**src/rtl/rns_to_int_mrc_pkg.sv**
```systemverilog
// Shared RNS definitions: moduli, lane layout, MRC inverses, weights and lane arithmetic.
package rns_to_int_mrc_pkg;

    localparam int unsigned LANE_W    = 8;
    localparam int unsigned WORD_W    = 32;
    localparam int unsigned ACC_W     = 34;
    localparam int unsigned NUM_LANES = 4;

    localparam int unsigned OFF1 = 0;
    localparam int unsigned OFF2 = 8;
    localparam int unsigned OFF3 = 16;
    localparam int unsigned OFF4 = 24;

    localparam logic [LANE_W-1:0] MOD1 = 8'd233;
    localparam logic [LANE_W-1:0] MOD2 = 8'd239;
    localparam logic [LANE_W-1:0] MOD3 = 8'd241;
    localparam logic [LANE_W-1:0] MOD4 = 8'd251;

    // inv(mi) mod mj used by the mixed-radix digit chain
    localparam logic [LANE_W-1:0] INV12 = 8'd199;
    localparam logic [LANE_W-1:0] INV13 = 8'd30;
    localparam logic [LANE_W-1:0] INV14 = 8'd237;
    localparam logic [LANE_W-1:0] INV23 = 8'd120;
    localparam logic [LANE_W-1:0] INV24 = 8'd230;
    localparam logic [LANE_W-1:0] INV34 = 8'd25;

    localparam logic [ACC_W-1:0] W1     = 34'd1;
    localparam logic [ACC_W-1:0] W2     = 34'd233;
    localparam logic [ACC_W-1:0] W3     = 34'd55687;
    localparam logic [ACC_W-1:0] W4     = 34'd13420567;
    localparam logic [ACC_W-1:0] M_VAL  = 34'd3368562317;
    localparam logic [ACC_W-1:0] M_HALF = 34'd1684281159;

    typedef struct packed {
        logic [LANE_W-1:0] r4;
        logic [LANE_W-1:0] r3;
        logic [LANE_W-1:0] r2;
        logic [LANE_W-1:0] r1;
    } rns_word_t;

    typedef enum logic [2:0] {
        S_IDLE = 3'd0,
        S_D2   = 3'd1,
        S_D3   = 3'd2,
        S_D4   = 3'd3,
        S_ACC  = 3'd4,
        S_OUT  = 3'd5
    } state_t;

    function automatic logic [LANE_W-1:0] lane_mod(input int unsigned idx);
        case (idx)
            0:       return MOD1;
            1:       return MOD2;
            2:       return MOD3;
            default: return MOD4;
        endcase
    endfunction

    function automatic logic [LANE_W-1:0] sub_mod(input logic [LANE_W-1:0] a,
                                                  input logic [LANE_W-1:0] b,
                                                  input logic [LANE_W-1:0] m);
        logic [LANE_W:0] t;
        t = (a >= b) ? (9'(a) - 9'(b)) : (9'(a) + 9'(m) - 9'(b));
        return 8'(t);
    endfunction

    function automatic logic [LANE_W-1:0] add_mod(input logic [LANE_W-1:0] a,
                                                  input logic [LANE_W-1:0] b,
                                                  input logic [LANE_W-1:0] m);
        logic [LANE_W:0] s;
        s = 9'(a) + 9'(b);
        return (s >= 9'(m)) ? 8'(s - 9'(m)) : 8'(s);
    endfunction

    function automatic logic [LANE_W-1:0] mul_mod(input logic [LANE_W-1:0] a,
                                                  input logic [LANE_W-1:0] b,
                                                  input logic [LANE_W-1:0] m);
        logic [2*LANE_W-1:0] p;
        p = 16'(a) * 16'(b);
        return 8'(p % 16'(m));
    endfunction

    function automatic logic [WORD_W-1:0] rns_add(input logic [WORD_W-1:0] x,
                                                  input logic [WORD_W-1:0] y);
        logic [WORD_W-1:0] z;
        z = '0;
        for (int unsigned i = 0; i < NUM_LANES; i++)
            z[i*LANE_W +: LANE_W] = add_mod(x[i*LANE_W +: LANE_W], y[i*LANE_W +: LANE_W], lane_mod(i));
        return z;
    endfunction

    function automatic logic [WORD_W-1:0] rns_sub(input logic [WORD_W-1:0] x,
                                                  input logic [WORD_W-1:0] y);
        logic [WORD_W-1:0] z;
        z = '0;
        for (int unsigned i = 0; i < NUM_LANES; i++)
            z[i*LANE_W +: LANE_W] = sub_mod(x[i*LANE_W +: LANE_W], y[i*LANE_W +: LANE_W], lane_mod(i));
        return z;
    endfunction

    function automatic logic [WORD_W-1:0] rns_mul(input logic [WORD_W-1:0] x,
                                                  input logic [WORD_W-1:0] y);
        logic [WORD_W-1:0] z;
        z = '0;
        for (int unsigned i = 0; i < NUM_LANES; i++)
            z[i*LANE_W +: LANE_W] = mul_mod(x[i*LANE_W +: LANE_W], y[i*LANE_W +: LANE_W], lane_mod(i));
        return z;
    endfunction

endpackage

```
**src/rtl/rns_to_int_mrc_if.sv**
```systemverilog
// Input/output handshake bundle of the RNS reverse converter.
interface rns_to_int_mrc_if;
    logic        in_valid;
    logic        in_ready;
    logic [31:0] in_rns;
    logic        out_valid;
    logic        out_ready;
    logic [31:0] y;
    logic        out_err;

    modport slave (
        input  in_valid, in_rns, out_ready,
        output in_ready, out_valid, y, out_err
    );

    modport master (
        output in_valid, in_rns, out_ready,
        input  in_ready, out_valid, y, out_err
    );
endinterface

```
**src/rtl/rns_mrc_digit.sv**
```systemverilog
// One mixed-radix step: (r - a) * inv mod m, all operands below m.
module rns_mrc_digit
    import rns_to_int_mrc_pkg::*;
(
    input  logic [7:0] r,
    input  logic [7:0] a,
    input  logic [7:0] inv,
    input  logic [7:0] m,
    output logic [7:0] d
);

    // Subtract then scale, both reduced mod m.
    always_comb begin
        d = mul_mod(sub_mod(r, a, m), inv, m);
    end

endmodule

```
**src/rtl/rns_to_int_mrc.sv**
```systemverilog
// Sequential MRC reverse converter: one mixed-radix digit per state, then weighted accumulation.
module rns_to_int_mrc
    import rns_to_int_mrc_pkg::*;
#(
    parameter bit SIGNED_OUT = 1'b1
) (
    input  logic              clk,
    input  logic              reset,
    rns_to_int_mrc_if.slave   bus
);

    state_t      state;
    state_t      state_next;
    logic        in_ready_next;
    logic        out_valid_next;

    logic [7:0]  r2_q, r3_q, r4_q;
    logic [7:0]  a1_q, a2_q, a3_q, a4_q;
    logic        err_q;
    logic [31:0] y_q;
    logic        out_err_q;
    logic        in_ready_q;
    logic        out_valid_q;

    logic [7:0]  d_r, d_inv0, d_inv1, d_m;
    logic [7:0]  d0, d1, d2;
    logic [ACC_W-1:0] x_acc;
    logic [31:0] y_next;
    logic        lane_err;

    // State register.
    always_ff @(posedge clk) begin
        if (reset) state <= S_IDLE;
        else       state <= state_next;
    end

    // Next-state and registered-output decode.
    always_comb begin
        state_next = state;
        case (state)
            S_IDLE:  if (bus.in_valid) state_next = S_D2;
            S_D2:    state_next = S_D3;
            S_D3:    state_next = S_D4;
            S_D4:    state_next = S_ACC;
            S_ACC:   state_next = S_OUT;
            S_OUT:   if (bus.out_ready) state_next = S_IDLE;
            default: state_next = S_IDLE;
        endcase
        in_ready_next  = (state_next == S_IDLE);
        out_valid_next = (state_next == S_OUT);
    end

    // Route the lane residue, inverses and modulus for the digit being produced.
    always_comb begin
        d_r    = r2_q;
        d_inv0 = INV12;
        d_inv1 = INV23;
        d_m    = MOD2;
        case (state)
            S_D3: begin
                d_r    = r3_q;
                d_inv0 = INV13;
                d_inv1 = INV23;
                d_m    = MOD3;
            end
            S_D4: begin
                d_r    = r4_q;
                d_inv0 = INV14;
                d_inv1 = INV24;
                d_m    = MOD4;
            end
            default: ;
        endcase
    end

    rns_mrc_digit u_dig0 (.r(d_r), .a(a1_q), .inv(d_inv0), .m(d_m), .d(d0));
    rns_mrc_digit u_dig1 (.r(d0),  .a(a2_q), .inv(d_inv1), .m(d_m), .d(d1));
    rns_mrc_digit u_dig2 (.r(d1),  .a(a3_q), .inv(INV34),  .m(d_m), .d(d2));

    // Weighted sum of digits and optional signed folding around M/2.
    always_comb begin
        x_acc = 34'(a1_q) * W1 + 34'(a2_q) * W2 + 34'(a3_q) * W3 + 34'(a4_q) * W4;
        if (err_q)
            y_next = '0;
        else if (SIGNED_OUT && (x_acc >= M_HALF))
            y_next = 32'(x_acc - M_VAL);
        else
            y_next = 32'(x_acc);
        lane_err = (bus.in_rns[OFF1 +: 8] >= MOD1) || (bus.in_rns[OFF2 +: 8] >= MOD2) ||
                   (bus.in_rns[OFF3 +: 8] >= MOD3) || (bus.in_rns[OFF4 +: 8] >= MOD4);
    end

    // Residue latch, digit registers and output registers.
    always_ff @(posedge clk) begin
        if (reset) begin
            r2_q        <= '0;
            r3_q        <= '0;
            r4_q        <= '0;
            a1_q        <= '0;
            a2_q        <= '0;
            a3_q        <= '0;
            a4_q        <= '0;
            err_q       <= 1'b0;
            y_q         <= '0;
            out_err_q   <= 1'b0;
            in_ready_q  <= 1'b1;
            out_valid_q <= 1'b0;
        end else begin
            in_ready_q  <= in_ready_next;
            out_valid_q <= out_valid_next;
            case (state)
                S_IDLE: if (bus.in_valid) begin
                    a1_q  <= bus.in_rns[OFF1 +: 8];
                    r2_q  <= bus.in_rns[OFF2 +: 8];
                    r3_q  <= bus.in_rns[OFF3 +: 8];
                    r4_q  <= bus.in_rns[OFF4 +: 8];
                    err_q <= lane_err;
                end
                S_D2:  a2_q <= d0;
                S_D3:  a3_q <= d1;
                S_D4:  a4_q <= d2;
                S_ACC: begin
                    y_q       <= y_next;
                    out_err_q <= err_q;
                end
                default: ;
            endcase
        end
    end

    assign bus.in_ready  = in_ready_q;
    assign bus.out_valid = out_valid_q;
    assign bus.y         = y_q;
    assign bus.out_err   = out_err_q;

endmodule

```
**src/flat_wrapper.sv**
```systemverilog
// flat-port wrapper written by rule: the top's interface ports become plain ports
module rns_to_int_mrc_flat import rns_to_int_mrc_pkg::*;
#(
    parameter bit SIGNED_OUT = 1'b1
)
  (clk, reset, bus_in_valid, bus_in_rns, bus_out_ready, bus_in_ready, bus_out_valid, bus_y, bus_out_err);
  rns_to_int_mrc_if bus_i ();
  input  logic clk;
  input  logic reset;
  input wire logic [$bits(bus_i.in_valid)-1:0] bus_in_valid;
  input wire logic [$bits(bus_i.in_rns)-1:0] bus_in_rns;
  input wire logic [$bits(bus_i.out_ready)-1:0] bus_out_ready;
  output wire logic [$bits(bus_i.in_ready)-1:0] bus_in_ready;
  output wire logic [$bits(bus_i.out_valid)-1:0] bus_out_valid;
  output wire logic [$bits(bus_i.y)-1:0] bus_y;
  output wire logic [$bits(bus_i.out_err)-1:0] bus_out_err;
  assign bus_i.in_valid = bus_in_valid;
  assign bus_i.in_rns = bus_in_rns;
  assign bus_i.out_ready = bus_out_ready;
  assign bus_in_ready = bus_i.in_ready;
  assign bus_out_valid = bus_i.out_valid;
  assign bus_y = bus_i.y;
  assign bus_out_err = bus_i.out_err;
  rns_to_int_mrc #(.SIGNED_OUT(SIGNED_OUT)) u_core (.clk(clk), .reset(reset), .bus(bus_i));
endmodule
```
**config.mk**
```make
export PLATFORM = sky130hd
export DESIGN_NAME = rns_to_int_mrc_flat
export DESIGN_NICKNAME = d
export VERILOG_FILES = /design/src/rtl/rns_to_int_mrc_pkg.sv /design/src/rtl/rns_to_int_mrc_if.sv /design/src/rtl/rns_mrc_digit.sv /design/src/rtl/rns_to_int_mrc.sv /design/src/flat_wrapper.sv
export SDC_FILE = /design/constraint.sdc
export NUM_CORES = 1
export LEC_CHECK = 0
export BUFFER_PORTS_ARGS = -buffer_cell sky130_fd_sc_hd__buf_4
export CORE_MARGIN = 2
export CORE_UTILIZATION = 45
export CTS_CLUSTER_DIAMETER = 30
export DETAILED_ROUTE_END_ITERATION = 16
export PLACE_DENSITY_LB_ADDON = 0.3
export SLEW_MARGIN = 40
export SYNTH_ARGS = -nofsm -noshare
export SYNTH_HDL_FRONTEND = slang
export SYNTH_SLANG_ARGS = --single-unit
```
**constraint.sdc**
```tcl
create_clock -name clk -period 78.4 [get_ports clk]
set_input_delay 15.68 -clock clk [delete_from_list [all_inputs] [get_ports clk]]
set_output_delay 15.68 -clock clk [all_outputs]
set_load 0.02 [all_outputs]
```
**Word-level counts from Yosys, hierarchy flattened**

Cells that the tools add are included.

- Register bits: 95
- Output and inout bits: 35
- Word-level logic and storage cells: 67

- Add/subtract/negate cells: 13
- Multipliers: 6
- Div/mod/pow operators: 3
- $lt $le $gt $ge: 8
- Equal/unequal tests: 6
- Multiplexer cells: 12
- Reductions and logical operators: 6

Operator list:

| operator | number |
|---|---|
| 32-bit two-way mux | 2 |
| 16-bit by 8-bit remainder unit with 16-bit output | 3 |
| 8-bit subtractor | 6 |
| 34-bit by 24-bit adder with 34-bit output | 1 |
| 34-bit by 32-bit adder with 34-bit output | 1 |
| 34-bit by 31-bit greater-or-equal comparator with 1-bit output, second input constant | 1 |
| 8-bit greater-or-equal comparator, second input constant | 4 |
| 8-bit by 24-bit multiplier with 32-bit output, second input constant | 1 |
| 8-bit by 8-bit multiplier with 16-bit output | 2 |
| 8-bit two-way mux | 4 |
| 8-bit case mux with 2 select lines | 2 |
| 32-bit subtractor, second input constant | 1 |
| 8-bit adder | 3 |
| 8-bit greater-or-equal comparator | 3 |
| 8-bit by 16-bit multiplier with 24-bit output, second input constant | 1 |
| 3-bit case mux with 6 select lines | 1 |
| 8-bit by 16-bit adder with 17-bit output | 1 |
| 8-bit by 8-bit multiplier with 16-bit output, second input constant | 1 |
| 8-bit by 5-bit multiplier with 13-bit output, second input constant | 1 |
| 5-bit case mux with 2 select lines | 1 |
| 3-bit equality test, second input constant | 3 |
| 3-bit by 2-bit equality test with 1-bit output, second input constant | 2 |
| 3-bit zero test | 2 |
| 3-bit two-way mux | 2 |
| 3 further kinds | 5 |

**Longest topological paths before layout**

- Depth in word-level cells: 17
- Mapped depth: 328
- Depth with buffers taken out: 315

**Cells and area by module**

From an unflattened synthesis, not the netlist that was laid out.

- Cell total of the unflattened synthesis: 5013
- Area total of the unflattened synthesis: 39404.0 um^2

By module, submodules not included:

| module | times used | cells each | area each (um^2) | seq. area each (um^2) |
|---|---|---|---|---|
| rns_to_int_mrc | 1 | 1451 | 12593.3 | 1901.8 |
| rns_mrc_digit at u_core.u_dig2 | 1 | 1197 | 9012.4 | 0.0 |
| rns_mrc_digit at u_core.u_dig0 | 1 | 1192 | 8949.8 | 0.0 |
| rns_mrc_digit at u_core.u_dig1 | 1 | 1173 | 8848.5 | 0.0 |

**Least setup slack after synthesis**

OpenSTA, ideal clock, no wires.

- Kind: register -> register
- From: register u_core.state[1]
- To: register u_core.a4_q[6]
- Library setup time: 0.086 ns
- Data arrival time: 60.316 ns
- Required time: 78.314 ns
- Slack: 17.998 ns
- Stages on the path, launching flop included: 309
- Buffers on the path: 10
- Period minus slack after synthesis: 60.402 ns
- Cell sequence: dfxtp_1 > nor2b_1 > nand2b_1 > clkbuf_1 > inv_1 > clkbuf_1 > ha_1 > inv_1 > ha_1 > a21oi_1 > nor2b_1 > o21a_1 > o21a_1 > o21ai_0 > nand2b_1 > a21oi_1 > xnor2_1 > o21ai_0 > [273 not listed] > nand2b_1 > a21oi_1 > o311ai_0 > o22a_1 > or2_1 > clkbuf_1 > xnor2_1 > fa_1 > nor2_1 > o21ai_0 > nand2b_1 > a31o_2 > a21o_1 > o21ai_0 > o211ai_1 > nand2_1 > xnor2_1 > a211oi_1

- Cells in the longest elaborated chain, start to end: 17
- Elaborated cells on any way between the ends: 27

Ends and longest elaborated chain:

| item | RTL line | source |
|---|---|---|
| from (decl) | rns_to_int_mrc.sv:12 | `state_t state;` |
| from (signal assigned) | rns_to_int_mrc.sv:34 | `else state <= state_next;` |
| 3-bit by 2-bit equality test with 1-bit output | rns_to_int_mrc.sv:59 | `case (state)` |
| 8-bit case mux with 2 select lines or 5-bit case mux with 2 select lines (tied branches) | rns_to_int_mrc.sv:59 |  |
| 8-bit adder | rns_to_int_mrc_pkg.sv:63 | `t = (a >= b) ? (9'(a) - 9'(b)) : (9'(a) + 9'(m) - 9'(b));` |
| 8-bit subtractor | rns_to_int_mrc_pkg.sv:63 |  |
| 8-bit two-way mux | rns_to_int_mrc_pkg.sv:63 |  |
| 8-bit by 8-bit multiplier with 16-bit output | rns_to_int_mrc_pkg.sv:79 | `p = 16'(a) * 16'(b);` |
| 16-bit by 8-bit remainder unit with 16-bit output | rns_to_int_mrc_pkg.sv:80 | `return 8'(p % 16'(m));` |
| 8-bit adder | rns_to_int_mrc_pkg.sv:63 |  |
| [2 not listed] | -- |  |
| 8-bit by 8-bit multiplier with 16-bit output | rns_to_int_mrc_pkg.sv:79 |  |
| 16-bit by 8-bit remainder unit with 16-bit output (*) | rns_to_int_mrc_pkg.sv:80 |  |
| via u_core.d1[0] | rns_to_int_mrc.sv:26 | `logic [7:0] d0, d1, d2;` |
| 8-bit adder | rns_to_int_mrc_pkg.sv:63 |  |
| 8-bit subtractor | rns_to_int_mrc_pkg.sv:63 |  |
| 8-bit two-way mux (*) | rns_to_int_mrc_pkg.sv:63 |  |
| 8-bit by 5-bit multiplier with 13-bit output (*) | rns_to_int_mrc_pkg.sv:79 |  |
| 16-bit by 8-bit remainder unit with 16-bit output (*) | rns_to_int_mrc_pkg.sv:80 |  |
| to (signal assigned) | rns_to_int_mrc.sv:102 | `a4_q <= '0;` |
| to (signal assigned) | rns_to_int_mrc.sv:121 | `S_D4: a4_q <= d2;` |
| to (decl) | rns_to_int_mrc.sv:18 | `logic [7:0] a1_q, a2_q, a3_q, a4_q;` |

The timed path passes the listed nets; every way through them passes the cells marked *.
A chain may end at the register's enable or synchronous reset.

**Final worst setup path**

- From: register u_core.state[1]
- To: register u_core.a4_q[6]

- Cells in the longest elaborated chain, start to end: 17
- Elaborated cells on any way between the ends: 27

Ends and longest elaborated chain:

| item | RTL line |
|---|---|
| 3-bit by 2-bit equality test with 1-bit output | rns_to_int_mrc.sv:59 |
| 8-bit case mux with 2 select lines or 5-bit case mux with 2 select lines (tied branches) | rns_to_int_mrc.sv:59 |
| 8-bit adder | rns_to_int_mrc_pkg.sv:63 |
| 8-bit subtractor | rns_to_int_mrc_pkg.sv:63 |
| 8-bit two-way mux | rns_to_int_mrc_pkg.sv:63 |
| 8-bit by 8-bit multiplier with 16-bit output | rns_to_int_mrc_pkg.sv:79 |
| 16-bit by 8-bit remainder unit with 16-bit output (*) | rns_to_int_mrc_pkg.sv:80 |
| via u_core.d0[2] | rns_to_int_mrc.sv:26 |
| [3 not listed] | -- |
| 8-bit by 8-bit multiplier with 16-bit output (*) | rns_to_int_mrc_pkg.sv:79 |
| 16-bit by 8-bit remainder unit with 16-bit output (*) | rns_to_int_mrc_pkg.sv:80 |
| via u_core.d1[0] | rns_to_int_mrc.sv:26 |
| 8-bit adder | rns_to_int_mrc_pkg.sv:63 |
| 8-bit subtractor | rns_to_int_mrc_pkg.sv:63 |
| 8-bit two-way mux (*) | rns_to_int_mrc_pkg.sv:63 |
| 8-bit by 5-bit multiplier with 13-bit output (*) | rns_to_int_mrc_pkg.sv:79 |
| 16-bit by 8-bit remainder unit with 16-bit output (*) | rns_to_int_mrc_pkg.sv:80 |

Marks and branches as above.

==> results.cfg <==
[finish]
antenna_cells = 0
finalNetCount = 4236
multi_input_comb_area_um2 = 24200
regArea_um2 = 1900
layout-drive-gt1-share_pct = 6.91
area_delta_synth_final_pct = 6.06
fill_cells = 6067

[hold_path]
timing.hold.worst.class = flip-flop to flip-flop

[routing]
drtAntennaViolNets = 0
wl_per_cell_um = 16.1
drt-initial-drc-count = 1495
routed_via_density = 5.57
detail_route.drc_violations = 0
detail_route.wirelength_mm = 70.3
first_pass_iters = 5
via_count = 24276

[floorplan]
die_area_um2 = 64600
fp.dieW_um = 254
initial_core_util_pct = 45.6
placement_rows = 91
ioPinCount = 71
die_span_in_y_um = 254
core_region_area_um2 = 61800

[setup_path]
critPathMaxStageDelay_ns = 0.60
critical_path.endpoint_type = flip-flop
worst-endpoint-required_ns = 78.69
path_common_cell = sky130_fd_sc_hd__a21oi_1
timing.critical_path.fanout_max = 45
crit_path_arrival_time_ns = 67.99
slowest_stage = sky130_fd_sc_hd__o21ai_0
worst_setup_path_start_kind = flip-flop
timing.setup.critical_path_class = flip-flop to flip-flop

[cts]
htreeDepth = 3
clock_sink_count = 95
cts_buffers = 9
cts_tree = yes
max-clock-path-buffers = 2
clkSlewWorstSetupHoldPaths_ns = 0.09
clk_root_buffer_cell = sky130_fd_sc_hd__clkbuf_16
clock_latency_ns = 0.38
post_cts_buffers = 0
hold_buffers = 0
post_cts.resized_instances = 0

[place]
dp_hpwl_mm = 59.4
i_o_buffers = 70
pre_cts_slack_ns = 10.71
finalWeightedCongestion = 0.933

[sta]
count_of_pins_over_their_slew_limit = 0
final_count_of_hold_timing_violations = 0
timing.slew.headroom_pct = 43.3
finClkSkew_ns = 0.0212
timing.final.setup_violations = 0
tns_ns = 0
unrepaired_setup_endpoints_after_global_routing = no
min_period_over_period_pct = 86.4
clock.fmax_mhz = 14.8
finalWorstSetupSlack_ns = 10.70
layout_min_cycle_time_ns = 67.70
worstMarginPinSlew_ns = 0.843

[synth]
synth_area_um2 = 28200
synth-edff-count = 0
seq_area_frac_synth_pct = 6.75
ys_seq_elements = 95
synth.net_count = 4211
number_of_instances_in_the_synthesized_netlist = 3489
postSynth.topFlopCell = sky130_fd_sc_hd__dfxtp_1
ys.warnings.count = 0
synth_async_sr_flop_share_pct = 0
synth_cell_type_count = 126
synthesis.area_per_instance_um2 = 8.07

[global_routing]
track_usage_pct = 21.9
antenna_found_initial = 0
global_route_wire_length_before_repair_mm = 117
gr-total-overflow = 0
grt_pass1_vias = 23637
grt_start_max_net_pins = 46

[flow_run]
max_cap_viol_count = 0

[outcome]
result_of_the_run = finished clean
placed cells by master (no fill, tap or decap), types with 46 or more instances in the layout:
cell type,netlist,routed
sky130_fd_sc_hd__xnor2_1,173,173
sky130_fd_sc_hd__dfxtp_1,95,95
sky130_fd_sc_hd__nand2_1,266,266
sky130_fd_sc_hd__xor2_1,66,66
sky130_fd_sc_hd__nor3_1,64,63
sky130_fd_sc_hd__a21oi_1,251,250
sky130_fd_sc_hd__o21a_1,46,46
sky130_fd_sc_hd__ha_1,463,463
sky130_fd_sc_hd__buf_4,2,81
sky130_fd_sc_hd__nor2b_1,50,48
sky130_fd_sc_hd__nand3_1,58,58
sky130_fd_sc_hd__o21ai_0,165,164
sky130_fd_sc_hd__inv_1,476,474
sky130_fd_sc_hd__mux2i_1,55,55
sky130_fd_sc_hd__nand2b_1,47,47
sky130_fd_sc_hd__a21o_1,68,68
sky130_fd_sc_hd__nor2_1,233,232
sky130_fd_sc_hd__fa_1,223,223
kinds of logic (layout without fill, tap and decap cells):
| kind of cell | after synthesis | count (layout) | synth area share, % |
|---|---|---|---|
| buffers and inverters | 544 | 574 | 7.39 |
| xor gates and xnor gates | 240 | 240 | 7.51 |
| and+or+nand+nor | 917 | 917 | 16.0 |
| other | 1 | 1 | 0.0133 |
| adders and majority gates | 686 | 686 | 36.4 |
| muxes | 89 | 89 | 3.40 |
| AOI/OAI and AO/OA | 917 | 917 | 22.5 |
| DFF | 95 | 95 | 6.75 |
flip-flops by register name, indices dropped and copies added, names as in the netlist:
| register | cells |
|---|---|
| u_core.state | 3 |
| u_core.r4_q | 8 |
| u_core.bus.y | 32 |
| u_core.bus.in_ready | 1 |
| u_core.a2_q | 8 |
| u_core.r2_q | 8 |
| u_core.r3_q | 8 |
| u_core.a1_q | 8 |
| u_core.a4_q | 8 |
| u_core.err_q | 1 |
| u_core.a3_q | 8 |
| u_core.bus.out_valid | 1 |
| u_core.bus.out_err | 1 |
critical path: cells and delay by family, from the launching register on:
| kind | cells | cell delay (ns) |
|---|---|---|
| simple gates | 75 | 12.68 |
| flops | 1 | 0.43 |
| mux | 2 | 0.88 |
| compound gates | 130 | 28.96 |
| fa+ha+maj | 45 | 15.95 |
| xor+xnor | 24 | 5.66 |
| buf+inv | 26 | 2.92 |
Yosys cell counts (all sizes together), types with 18 or more instances:
master	instances	area (um^2)
mux2i	57	587
or2	31	194
inv	477	1790
nor4	18	134
ha	463	5790
a31oi	27	184
nor2	238	906
and2	34	213
xor2	66	578
nor2b	50	313
or3	27	179
a21oi	254	1300
a211oi	33	285
o31ai	20	169
a21o	68	510
o21a	46	345
o211ai	25	193
xnor2	173	1520
o21bai	42	315
nand2b	47	294
buf	22	123
fa	223	4460
nand3	59	308
nor3	67	350
nand2	267	1000
o21ai	191	982
mux2	32	372
clkbuf	45	169
dfxtp	95	1900
metal layers:
| metal | global-route usage (%) | part of all wire (%) | up-vias |
|---|---|---|---|
| met3 | 1.47 | 3.2 | 71 |
| met4 | 4.69 | 1.8 | 0 |
| met5 | 0 | 0 | - |
| li1 | - | - | 12263 |
| met2 | 38.7 | 48 | 436 |
| met1 | 29.4 | 47 | 11506 |
cell type report:
class | count | share of cell area, %
clock buffer | 9 | 0.754
timing repair buffer | 81 | 2.04
sequential | 95 | 6.37
multi-input combinational | 2850 | 81.1
clock inverter | 7 | 0.218
inverter | 477 | 5.99
tap | 837 | 3.51
path summary, 6_finish.rpt:
| path | slack [ns] | cells past startpoint | end | startpoint |
|---|---|---|---|---|
| worst min register to register | 0.45 | 2 | u_core.bus.y[17] | u_core.bus.y[17] |
| worst min-delay path | 0.45 | 2 | u_core.bus.y[17] | u_core.bus.y[17] |
| worst max-delay path | 10.70 | 302 | u_core.a4_q[6] | u_core.state[1] |
| worst max register to register | 10.70 | 302 | u_core.a4_q[6] | u_core.state[1] |
through the flow:
step                instance area, um^2  std cells  util, %  hold slack, ns
detailed placement                29600       4340     47.8           0.443
CTS                               29900       4356     48.3           0.457
global route                      29900       4356     48.3           0.479
floorplan                         28200       3489        -           0.436
global placement                  29600       4340     47.8           0.436
finish                            29900       4356     48.3           0.454
Power is left out: the tool's default activity adds up to more than one toggle a clock period on the data nets, which glitch-free logic cannot reach.
